$ cat src/rtl/wb_rr_arbiter_if.sv
// ---------------------------------------------------------------------------
// wb_rr_arbiter_if
//
// One Wishbone point-to-point link (32-bit data, 4 byte selects).
//
//   adr    : address                (master -> slave)
//   dat_wr : write data             (master -> slave)
//   sel    : byte selects           (master -> slave)
//   we     : write enable           (master -> slave)
//   cyc    : bus cycle              (master -> slave)
//   stb    : strobe                 (master -> slave)
//   dat_rd : read data              (slave  -> master)
//   ack    : acknowledge            (slave  -> master)
//   err    : error termination      (slave  -> master)
//   rty    : retry termination      (slave  -> master)
//
// The arbiter takes each CPU/DMA link through the slave modport and drives
// the shared slave link through the master modport.
// ---------------------------------------------------------------------------
interface wb_rr_arbiter_if;
    logic [31:0] adr;
    logic [31:0] dat_wr;
    logic [31:0] dat_rd;
    logic [3:0]  sel;
    logic        we;
    logic        cyc;
    logic        stb;
    logic        ack;
    logic        err;
    logic        rty;

    modport master (
        output adr, dat_wr, sel, we, cyc, stb,
        input  dat_rd, ack, err, rty
    );

    modport slave (
        input  adr, dat_wr, sel, we, cyc, stb,
        output dat_rd, ack, err, rty
    );
endinterface

$ cat src/rtl/wb_rr_arbiter.sv
// ---------------------------------------------------------------------------
// wb_rr_arbiter
//
// Two-master / one-slave Wishbone arbiter. Grants round-robin, holds the
// grant for the whole cyc period of the winner so bursts and RMW sequences
// stay atomic, and routes the slave response only to the granted master.
// A watchdog ends a stalled strobe with err so a hung slave cannot lock out
// the other master.
//
// Ports:
//   clk  : system clock, rising edge
//   rst  : asynchronous, active-low reset
//   m0   : master 0 link (CPU data bus)       - slave modport
//   m1   : master 1 link (DMA / refresh)      - slave modport
//   s    : shared slave link                  - master modport
//   gnt  : one-hot grant, bit N = master N, 2'b00 when idle
//
// Parameter:
//   tmo_width : watchdog width; err fires after 2**tmo_width-1 stalled
//               cycles of the granted strobe.
// ---------------------------------------------------------------------------
module wb_rr_arbiter #(
    parameter int tmo_width = 10
) (
    input  logic             clk,
    input  logic             rst,
    wb_rr_arbiter_if.slave   m0,
    wb_rr_arbiter_if.slave   m1,
    wb_rr_arbiter_if.master  s,
    output logic [1:0]       gnt
);

    typedef enum logic [1:0] {
        IDLE = 2'd0,
        GNT0 = 2'd1,
        GNT1 = 2'd2
    } state_t;

    state_t                 state_reg;
    logic                   last_reg;   // index of the most recently granted master
    logic [1:0]             gnt_reg;
    logic [tmo_width-1:0]   cnt_reg;

    logic req0;
    logic req1;
    logic stall;
    logic tmo_hit;

    assign req0 = m0.cyc & m0.stb;
    assign req1 = m1.cyc & m1.stb;

    // -----------------------------------------------------------------------
    // Grant FSM. gnt is registered alongside the state so it changes only on
    // a clock edge (or asynchronously on reset).
    // -----------------------------------------------------------------------
    always_ff @(posedge clk or negedge rst) begin
        if (!rst) begin
            state_reg <= IDLE;
            last_reg  <= 1'b1;      // master 0 wins the first tie
            gnt_reg   <= 2'b00;
        end else begin
            case (state_reg)
                IDLE: begin
                    // On a tie the master that was not granted last wins.
                    if (req0 && (!req1 || last_reg)) begin
                        state_reg <= GNT0;
                        last_reg  <= 1'b0;
                        gnt_reg   <= 2'b01;
                    end else if (req1) begin
                        state_reg <= GNT1;
                        last_reg  <= 1'b1;
                        gnt_reg   <= 2'b10;
                    end
                end
                GNT0: begin
                    // Hold while cyc is up; on release hand straight over.
                    if (!m0.cyc) begin
                        if (req1) begin
                            state_reg <= GNT1;
                            last_reg  <= 1'b1;
                            gnt_reg   <= 2'b10;
                        end else begin
                            state_reg <= IDLE;
                            gnt_reg   <= 2'b00;
                        end
                    end
                end
                GNT1: begin
                    if (!m1.cyc) begin
                        if (req0) begin
                            state_reg <= GNT0;
                            last_reg  <= 1'b0;
                            gnt_reg   <= 2'b01;
                        end else begin
                            state_reg <= IDLE;
                            gnt_reg   <= 2'b00;
                        end
                    end
                end
                default: begin
                    state_reg <= IDLE;
                    gnt_reg   <= 2'b00;
                end
            endcase
        end
    end

    assign gnt = gnt_reg;

    // -----------------------------------------------------------------------
    // Slave-side mux, purely from the state so it drops to zero the moment
    // reset asserts. Slave cyc follows the owner, which leaves a one-cycle
    // gap at every handover.
    // -----------------------------------------------------------------------
    always_comb begin
        s.adr    = 32'h0;
        s.dat_wr = 32'h0;
        s.sel    = 4'h0;
        s.we     = 1'b0;
        s.cyc    = 1'b0;
        s.stb    = 1'b0;
        case (state_reg)
            GNT0: begin
                s.adr    = m0.adr;
                s.dat_wr = m0.dat_wr;
                s.sel    = m0.sel;
                s.we     = m0.we;
                s.cyc    = m0.cyc;
                s.stb    = m0.stb;
            end
            GNT1: begin
                s.adr    = m1.adr;
                s.dat_wr = m1.dat_wr;
                s.sel    = m1.sel;
                s.we     = m1.we;
                s.cyc    = m1.cyc;
                s.stb    = m1.stb;
            end
            default: ;
        endcase
    end

    // -----------------------------------------------------------------------
    // Watchdog. Counts cycles of an unterminated strobe; at all-ones it
    // raises a one-cycle err. A real ack in the same cycle wins over the
    // timeout, and the count restarts after the timeout fires.
    // -----------------------------------------------------------------------
    assign stall   = (state_reg != IDLE) & s.stb & ~s.ack & ~s.err & ~s.rty;
    assign tmo_hit = (&cnt_reg) & s.stb & ~s.ack;

    always_ff @(posedge clk or negedge rst) begin
        if (!rst) begin
            cnt_reg <= '0;
        end else if (stall && !tmo_hit) begin
            cnt_reg <= cnt_reg + 1'b1;
        end else begin
            cnt_reg <= '0;
        end
    end

    // -----------------------------------------------------------------------
    // Response routing: only the granted master sees terminations; read
    // data is broadcast since it is meaningless without ack.
    // -----------------------------------------------------------------------
    assign m0.dat_rd = s.dat_rd;
    assign m1.dat_rd = s.dat_rd;

    assign m0.ack = (state_reg == GNT0) & s.ack;
    assign m0.err = (state_reg == GNT0) & (s.err | tmo_hit);
    assign m0.rty = (state_reg == GNT0) & s.rty;

    assign m1.ack = (state_reg == GNT1) & s.ack;
    assign m1.err = (state_reg == GNT1) & (s.err | tmo_hit);
    assign m1.rty = (state_reg == GNT1) & s.rty;

endmodule
$ cat src/flat_wrapper.sv
// flat-port wrapper written by rule: the top's interface ports become plain ports
module wb_rr_arbiter_flat 
#(
    parameter int tmo_width = 10
)
  (clk, rst, gnt, m0_adr, m0_dat_wr, m0_sel, m0_we, m0_cyc, m0_stb, m0_dat_rd, m0_ack, m0_err, m0_rty, m1_adr, m1_dat_wr, m1_sel, m1_we, m1_cyc, m1_stb, m1_dat_rd, m1_ack, m1_err, m1_rty, s_adr, s_dat_wr, s_sel, s_we, s_cyc, s_stb, s_dat_rd, s_ack, s_err, s_rty);
  wb_rr_arbiter_if m0_i ();
  wb_rr_arbiter_if m1_i ();
  wb_rr_arbiter_if s_i ();
  input  logic clk;
  input  logic rst;
  output logic [1:0] gnt;
  input wire logic [$bits(m0_i.adr)-1:0] m0_adr;
  input wire logic [$bits(m0_i.dat_wr)-1:0] m0_dat_wr;
  input wire logic [$bits(m0_i.sel)-1:0] m0_sel;
  input wire logic [$bits(m0_i.we)-1:0] m0_we;
  input wire logic [$bits(m0_i.cyc)-1:0] m0_cyc;
  input wire logic [$bits(m0_i.stb)-1:0] m0_stb;
  output wire logic [$bits(m0_i.dat_rd)-1:0] m0_dat_rd;
  output wire logic [$bits(m0_i.ack)-1:0] m0_ack;
  output wire logic [$bits(m0_i.err)-1:0] m0_err;
  output wire logic [$bits(m0_i.rty)-1:0] m0_rty;
  input wire logic [$bits(m1_i.adr)-1:0] m1_adr;
  input wire logic [$bits(m1_i.dat_wr)-1:0] m1_dat_wr;
  input wire logic [$bits(m1_i.sel)-1:0] m1_sel;
  input wire logic [$bits(m1_i.we)-1:0] m1_we;
  input wire logic [$bits(m1_i.cyc)-1:0] m1_cyc;
  input wire logic [$bits(m1_i.stb)-1:0] m1_stb;
  output wire logic [$bits(m1_i.dat_rd)-1:0] m1_dat_rd;
  output wire logic [$bits(m1_i.ack)-1:0] m1_ack;
  output wire logic [$bits(m1_i.err)-1:0] m1_err;
  output wire logic [$bits(m1_i.rty)-1:0] m1_rty;
  output wire logic [$bits(s_i.adr)-1:0] s_adr;
  output wire logic [$bits(s_i.dat_wr)-1:0] s_dat_wr;
  output wire logic [$bits(s_i.sel)-1:0] s_sel;
  output wire logic [$bits(s_i.we)-1:0] s_we;
  output wire logic [$bits(s_i.cyc)-1:0] s_cyc;
  output wire logic [$bits(s_i.stb)-1:0] s_stb;
  input wire logic [$bits(s_i.dat_rd)-1:0] s_dat_rd;
  input wire logic [$bits(s_i.ack)-1:0] s_ack;
  input wire logic [$bits(s_i.err)-1:0] s_err;
  input wire logic [$bits(s_i.rty)-1:0] s_rty;
  assign m0_i.adr = m0_adr;
  assign m0_i.dat_wr = m0_dat_wr;
  assign m0_i.sel = m0_sel;
  assign m0_i.we = m0_we;
  assign m0_i.cyc = m0_cyc;
  assign m0_i.stb = m0_stb;
  assign m0_dat_rd = m0_i.dat_rd;
  assign m0_ack = m0_i.ack;
  assign m0_err = m0_i.err;
  assign m0_rty = m0_i.rty;
  assign m1_i.adr = m1_adr;
  assign m1_i.dat_wr = m1_dat_wr;
  assign m1_i.sel = m1_sel;
  assign m1_i.we = m1_we;
  assign m1_i.cyc = m1_cyc;
  assign m1_i.stb = m1_stb;
  assign m1_dat_rd = m1_i.dat_rd;
  assign m1_ack = m1_i.ack;
  assign m1_err = m1_i.err;
  assign m1_rty = m1_i.rty;
  assign s_adr = s_i.adr;
  assign s_dat_wr = s_i.dat_wr;
  assign s_sel = s_i.sel;
  assign s_we = s_i.we;
  assign s_cyc = s_i.cyc;
  assign s_stb = s_i.stb;
  assign s_i.dat_rd = s_dat_rd;
  assign s_i.ack = s_ack;
  assign s_i.err = s_err;
  assign s_i.rty = s_rty;
  wb_rr_arbiter #(.tmo_width(tmo_width)) u_core (.clk(clk), .rst(rst), .m0(m0_i), .m1(m1_i), .s(s_i), .gnt(gnt));
endmodule
$ cat config.mk
export PLATFORM = sky130hd
export DESIGN_NAME = wb_rr_arbiter_flat
export DESIGN_NICKNAME = d
export VERILOG_FILES = /design/src/rtl/wb_rr_arbiter_if.sv /design/src/rtl/wb_rr_arbiter.sv /design/src/flat_wrapper.sv
export SDC_FILE = /design/constraint.sdc
export NUM_CORES = 1
export LEC_CHECK = 0
export CAP_MARGIN = 20
export CORE_AREA = 2 2 126 128
export DETAILED_ROUTE_END_ITERATION = 12
export DIE_AREA = 0 0 128 130
export SLEW_MARGIN = 20
export SYNTH_ARGS = -nofsm -noshare
export SYNTH_HDL_FRONTEND = slang
export SYNTH_SLANG_ARGS = --single-unit
$ cat constraint.sdc
create_clock -name clk -period 3.1 [get_ports clk]
set_input_delay 0.93 -clock clk [delete_from_list [all_inputs] [get_ports clk]]
set_output_delay 0.93 -clock clk [all_outputs]
set_load 0.02 [all_outputs]
---- Word level (Yosys, flattened, before mapping) ----
Index checks and enable logic that the tools add are counted.
storage, ports and cells
  register bits ........................... 13
  input port bits ......................... 179
  output and inout bits ................... 143
  logic and storage cells ................. 59
operators by class
  add/subtract/negate cells ............... 1
  equality and inequality tests ........... 6
  mux-type cells .......................... 20
  bitwise gates (word level) .............. 18
  reductions and logical operators ........ 11
operators by type and width
  cell                                            number
  one-hot mux 32 bit (2 select lines)             2
  AND 1 bit                                       14
  adder 10 x 1 -> 10 bit (second input constant)  1
  2-to-1 mux 10 bit                               1
  2-to-1 mux 2 bit                                5
  AND reduction 10 bit                            1
  one-hot mux 4 bit (2 select lines)              1
  2-to-1 mux 1 bit                                6
  one-hot mux 1 bit (2 select lines)              3
  one-hot mux 2 bit (3 select lines)              1
  != test 2 bit (second input constant)           2
  AND reduction 4 bit                             1
  != test 3 x 1 -> 1 bit (second input constant)  1
  inverter 1 bit                                  3
  one-hot mux 1 bit (3 select lines)              1
  AND reduction 3 bit                             1
  nonzero test 3 bit                              1
  == test 2 x 1 -> 1 bit (second input constant)  1
  == test 2 bit (second input constant)           1
  logical AND 1 bit                               2
  zero test 1 bit                                 2
  zero test 2 bit                                 1
  != test 2 x 1 -> 1 bit (second input constant)  1
  nonzero test 2 bit                              1
  2 further kinds                                 2

---- Longest topological paths before layout ----
  depth in word-level cells ............... 8
  depth in mapped cells ................... 7
  mapped depth without buffers ............ 5

---- Worst setup path before layout ----
No wires, ideal clock.
  kind .................................... input-to-output
  from .................................... input m1_stb
  to ...................................... output m0_err
  arrival time ............................ 1.932 ns
  required time ........................... 2.170 ns
  setup slack ............................. 0.238 ns
  cell stages on the path ................. 3
  path buffers ............................ 0
  cells stage by stage .................... a22oi_1 or4_1 a21boi_1
between the ends
  longest elaborated chain between the ends .. 5
ends and longest elaborated chain
  element                             line                  text
  start: declaration                  flat_wrapper.sv:28    input wire logic [$bits(m1_i.stb)-1:0] m1_stb;
  one-hot mux 1 bit (2 select lines)  wb_rr_arbiter.sv:122  case (state_reg)
  AND 1 bit (2 in a row)              wb_rr_arbiter.sv:149  assign tmo_hit = (&cnt_reg) & s.stb & ~s.ack;
  bitwise OR 1 bit                    wb_rr_arbiter.sv:169  assign m0.err = (state_reg == GNT0) & (s.err | tmo_hit);
  AND 1 bit                           wb_rr_arbiter.sv:169
  end: declaration                    flat_wrapper.sv:21    output wire logic [$bits(m0_i.err)-1:0] m0_err;
No other way between the ends.

---- Final worst setup path ----
  from .................................... input s_rty
  to ...................................... output m1_rty
between the ends
  longest elaborated chain between the ends .. 1
ends and longest elaborated chain
  element             line                  text
  start: declaration  flat_wrapper.sv:42    input wire logic [$bits(s_i.rty)-1:0] s_rty;
  AND 1 bit           wb_rr_arbiter.sv:174  assign m1.rty = (state_reg == GNT1) & s.rty;
  end: declaration    flat_wrapper.sv:32    output wire logic [$bits(m1_i.rty)-1:0] m1_rty;
No other way between the ends.

==> tab_implementation.tex <==
\begin{tabular}{lr}
\hline
Metric & Value \\
\hline
\multicolumn{2}{l}{\textbf{STA}} \\
\quad Slew headroom & 0.447 \\
\quad Worst hold slack & a little over 0.5 ns \\
\quad Post-layout minimum cycle time & 3.07 ns \\
\quad Final Hold Vio Count & 0 \\
\quad Share of the clock period used by the worst path after layout & 0.990 \\
\quad Actual slew at the worst max-slew pin & between 0.8 and 0.9 ns \\
\quad F\_max & about 330 MHz \\
\quad Count of final max-slew check failures & 0 \\
\quad PnR worst setup slack & between 0.03 and 0.04 ns \\
\quad Setup Viol. Count Final & 0 \\
\quad Setup skew after layout & approximately 0.00061 ns \\
\multicolumn{2}{l}{\textbf{Global route}} \\
\quad Initial antenna violation count & 0 \\
\quad Global-route usage over all layers & 0.107 \\
\quad Vias in the first global route & between 2k and 3k \\
\quad Largest net degree at the start of global routing & 44 \\
\quad Wire length of the first global-routing pass & about 15,000 um \\
\quad Remaining global-route overflow & 0 \\
\multicolumn{2}{l}{\textbf{Logic synthesis}} \\
\quad Area of the mapped netlist & 0.00233 mm2 \\
\quad Count of state elements after synthesis & 13 \\
\quad Cell type with the largest total area after synthesis & a22oi\_1 \\
\quad EDFF count, synth & 0 \\
\quad Post-synth ARST share & 1.00 \\
\quad Library cells used by synthesis & 39 \\
\quad Number of nets produced by synthesis & about 500 \\
\quad Main synth FF type & dfrtp\_1 \\
\quad Post-synthesis sequential area ratio & 0.140 \\
\quad Cells taking the most area after synthesis & a22oi\_1 (23\%), buf\_4 (21\%), nor2b\_1 (19\%) \\
\quad Number of warnings reported in the yosys synthesis log & 0 \\
\quad Average cell area after synthesis & around 7.5 um2 \\
\quad Syn Inst Count & 311 \\
\quad Proportion of netlist area held by the largest area contributor & 0.225 \\
\multicolumn{2}{l}{\textbf{Power}} \\
\quad Pleak & 1.97 nW \\
\quad Share of total power in combinational logic & 0.834 \\
\quad Post-route total power & around 2.7 mW \\
\quad Peak supply drop & 0.000602 V \\
\quad Switching part of the total & 0.470 \\
\quad Internal power & 1.44 mW \\
\quad Cell area power density & roughly 600 mW/mm2 \\
\quad Sequential cell fraction of total power & 0.078 \\
\quad Power spent charging and discharging nets & $\sim$1.3 mW \\
\quad Clk network pwr share & 0.088 \\
\multicolumn{2}{l}{\textbf{Setup path}} \\
\quad Critical Path Max Stage Delay & between 0.5 and 0.6 ns \\
\quad Worst setup SP type & input port \\
\quad Worst Path Class, Setup & input port to primary output \\
\quad Crit-path most repeated cell & clkdlybuf4s50\_1 \\
\quad Cell breakdown of the critical path & clkdlybuf4s50\_1 -> and2\_1 -> clkdlybuf4s50\_1 \\
\quad Critical Path Fanout Max & 3 \\
\quad Critical path's slowest cell & clkdlybuf4s50\_1 \\
\quad Required time of the critical path & 2.17 ns \\
\quad Critical path endpoint category & primary output \\
\quad Crit path arrival time & around 2.1 ns \\
\multicolumn{2}{l}{\textbf{Layout}} \\
\quad P\&R area growth vs syn & 92.9\% \\
\quad Antenna diode instance count & 0 \\
\quad Layout cell share with drive strength beyond 1 & 0.0832 \\
\quad Post-layout net count & 654 \\
\quad Number of fill cells & about 1.7k \\
\quad Number of flip-flops in the largest register & 10 \\
\quad Register Area & between 300 and 400 um2 \\
\quad Util after Layout & 0.292 \\
\quad Final Non-Filler Cells & roughly 660 \\
\quad Multi-input gate area in the final layout & 0.00144 mm2 \\
\multicolumn{2}{l}{\textbf{Placed design}} \\
\quad Last weighted congestion value of the routability-driven placer & between 0.7 and 0.8 \\
\quad Estimated wirelength of the detail-placed design & $\sim$8300 um \\
\quad Post-Place Cells & between 600 and 700 \\
\quad Port Buf Inserts & between 200 and 250 \\
\quad Worst slack at placement & -0.709 ns \\
\multicolumn{2}{l}{\textbf{Drt}} \\
\quad Avg Vias per Cell & $\sim$4.3 \\
\quad Total wire length & between 10,000 and 15,000 um \\
\quad Detailed-routing iteration count for the pre-antenna-repair pass & 4 \\
\quad Number of nets with antenna violations after detailed routing & 0 \\
\quad Detailed-route wire length per cell & $\sim$16 um \\
\quad Initial DRC Count & 126 \\
\quad Number of remaining DRC errors & 0 \\
\quad Detailed-route via count & 2,858 \\
\multicolumn{2}{l}{\textbf{Floorplan}} \\
\quad Horizontal extent of the die & 128 um \\
\quad Top Ports & 322 \\
\quad Row count & between 40 and 50 \\
\quad Die ar. & about 0.017 mm2 \\
\quad Placeable core region & around 0.015 mm2 \\
\quad Effective utilization at floorplan & 0.151 \\
\quad Vertical die dimension & between 100 and 150 um \\
\multicolumn{2}{l}{\textbf{Clocking}} \\
\quad Number of buffers created by CTS & 3 \\
\quad CTS clk-pin slew, worst paths & $\sim$0.04 ns \\
\quad Clk Latency, worst-skew pair & $\sim$0.24 ns \\
\quad CTS tree & built \\
\quad Clock Sink Count & 13 \\
\quad Root Driver & clkbuf\_16 \\
\quad Deepest clock path buffer count & 2 \\
\quad H-tree depth & 1 \\
\multicolumn{2}{l}{\textbf{Min path}} \\
\quad Type of the worst min-delay path & flip-flop to flip-flop \\
\multicolumn{2}{l}{\textbf{Run}} \\
\quad Number of max-capacitance violations reported & 0 \\
\multicolumn{2}{l}{\textbf{Outcome}} \\
\quad Status & completed \\
\hline
\end{tabular}
[logic make-up (layout without fill, tap and decap cells)]
| kind of cell | after synthesis | count (layout) | share of synthesized area |
|---|---|---|---|
| simple gates | 104 | 104 | 0.276 |
| buf+inv | 94 | 252 | 0.255 |
| compound gates | 92 | 92 | 0.291 |
| flops | 13 | 13 | 0.140 |
| fa+ha+maj | 5 | 5 | 0.0268 |
| xor+xnor | 3 | 3 | 0.0113 |
[power groups by stage]
| stage | registers [mW] | logic, mW | clock network [mW] |
|---|---|---|---|
| after global routing | 0.214 | 2.46 | 0.252 |
| after detailed placement | 0.213 | 2.38 | 0 |
| after floorplan | 0.223 | 1.43 | 0 |
| after CTS | 0.211 | 2.28 | 0.242 |
| final | 0.212 | 2.26 | 0.238 |
| after global placement | 0.212 | 2.34 | 0 |
[synthesized netlist by cell type (2+ instances only)]
library cell,n
nor3_1,5
and2_1,5
o31ai_1,2
buf_4,64
a21boi_1,2
nand3_1,5
nor2b_1,70
o21ai_0,4
inv_1,5
a21oi_1,2
a22oi_1,70
ha_1,5
nand2_1,3
clkbuf_1,18
buf_1,5
xor2_1,2
or3_1,2
buf_2,2
a211oi_1,4
nand3b_1,3
dfrtp_1,12
a31oi_1,2
or4_1,3
[path summary, 6_finish.rpt]
kind | from | endpoint | slack, ns | cells past startpoint
setup / recovery | s_rty | m1_rty | 0.03 | 3
min in group asynchronous | rst | u_core.cnt_reg[9]$_DFF_PN0_ | 1.07 | 1
setup reg to reg | u_core.gnt[1]$_DFFE_PN0P_ | u_core.cnt_reg[6]$_DFF_PN0_ | 1.20 | 5
hold reg to reg | u_core.cnt_reg[0]$_DFF_PN0_ | u_core.cnt_reg[0]$_DFF_PN0_ | 0.51 | 1
hold / removal | u_core.cnt_reg[0]$_DFF_PN0_ | u_core.cnt_reg[0]$_DFF_PN0_ | 0.51 | 1
max in group asynchronous | rst | u_core.cnt_reg[0]$_DFF_PN0_ | 1.65 | 1
[layer usage]
metal	vias to the layer above	global-route usage	part of all wire
met5	-	0	0
met4	0	0.0330	0.022
met3	33	0.0230	0.079
met2	124	0.183	0.49
met1	1333	0.135	0.41
li1	1368	-	-
[cell type report]
class / count / area share
clock buffer: 4 / 0.0175
inverter: 5 / 0.00417
tap: 192 / 0.0533
timing repair buffer: 243 / 0.533
multi-input combinational: 204 / 0.319
sequential: 13 / 0.0725
[layout by cell type (no fill, tap or decap), types with 3 or more instances in the layout]
| cell | synthesis | final |
|---|---|---|
| inv_1 | 5 | 5 |
| nand3b_1 | 3 | 3 |
| a211oi_1 | 4 | 4 |
| clkbuf_16 | 0 | 3 |
| o21ai_0 | 4 | 4 |
| nand2_1 | 3 | 3 |
| clkdlybuf4s50_1 | 0 | 148 |
| dlygate4sd2_1 | 0 | 57 |
| and2_1 | 5 | 5 |
| buf_4 | 64 | 16 |
| buf_12 | 0 | 4 |
| nor2b_1 | 70 | 70 |
| nand3_1 | 5 | 5 |
| a22oi_1 | 70 | 69 |
| nor3_1 | 5 | 5 |
| buf_6 | 0 | 3 |
| dlymetal6s2s_1 | 0 | 13 |
| dfrtp_1 | 12 | 12 |
| ha_2 | 0 | 3 |
[metrics by stage]
stage	setup TNS, ns	cell area, um2
after CTS	-0.836	4440
after global routing	-0.00803	4500
after global placement	-5.04	4410
after detailed placement	-5.69	4410
final	0	4500
after floorplan	0	2330
[worst max-delay path: cells and delay by family]
family / cells / cell delay [ns]
buffers and inverters: 2 / 1.07
AND/OR/NAND/NOR: 1 / 0.13
[what timing repair did]
item                                    CTS  global route
pin swaps                                 3             2
endpoints found under the setup margin   73            14
resized for setup                        76            22
setup buffers                             0             0
hold buffers                              0             0
cloned                                    0             0
Power figures use the tool's default switching activity.
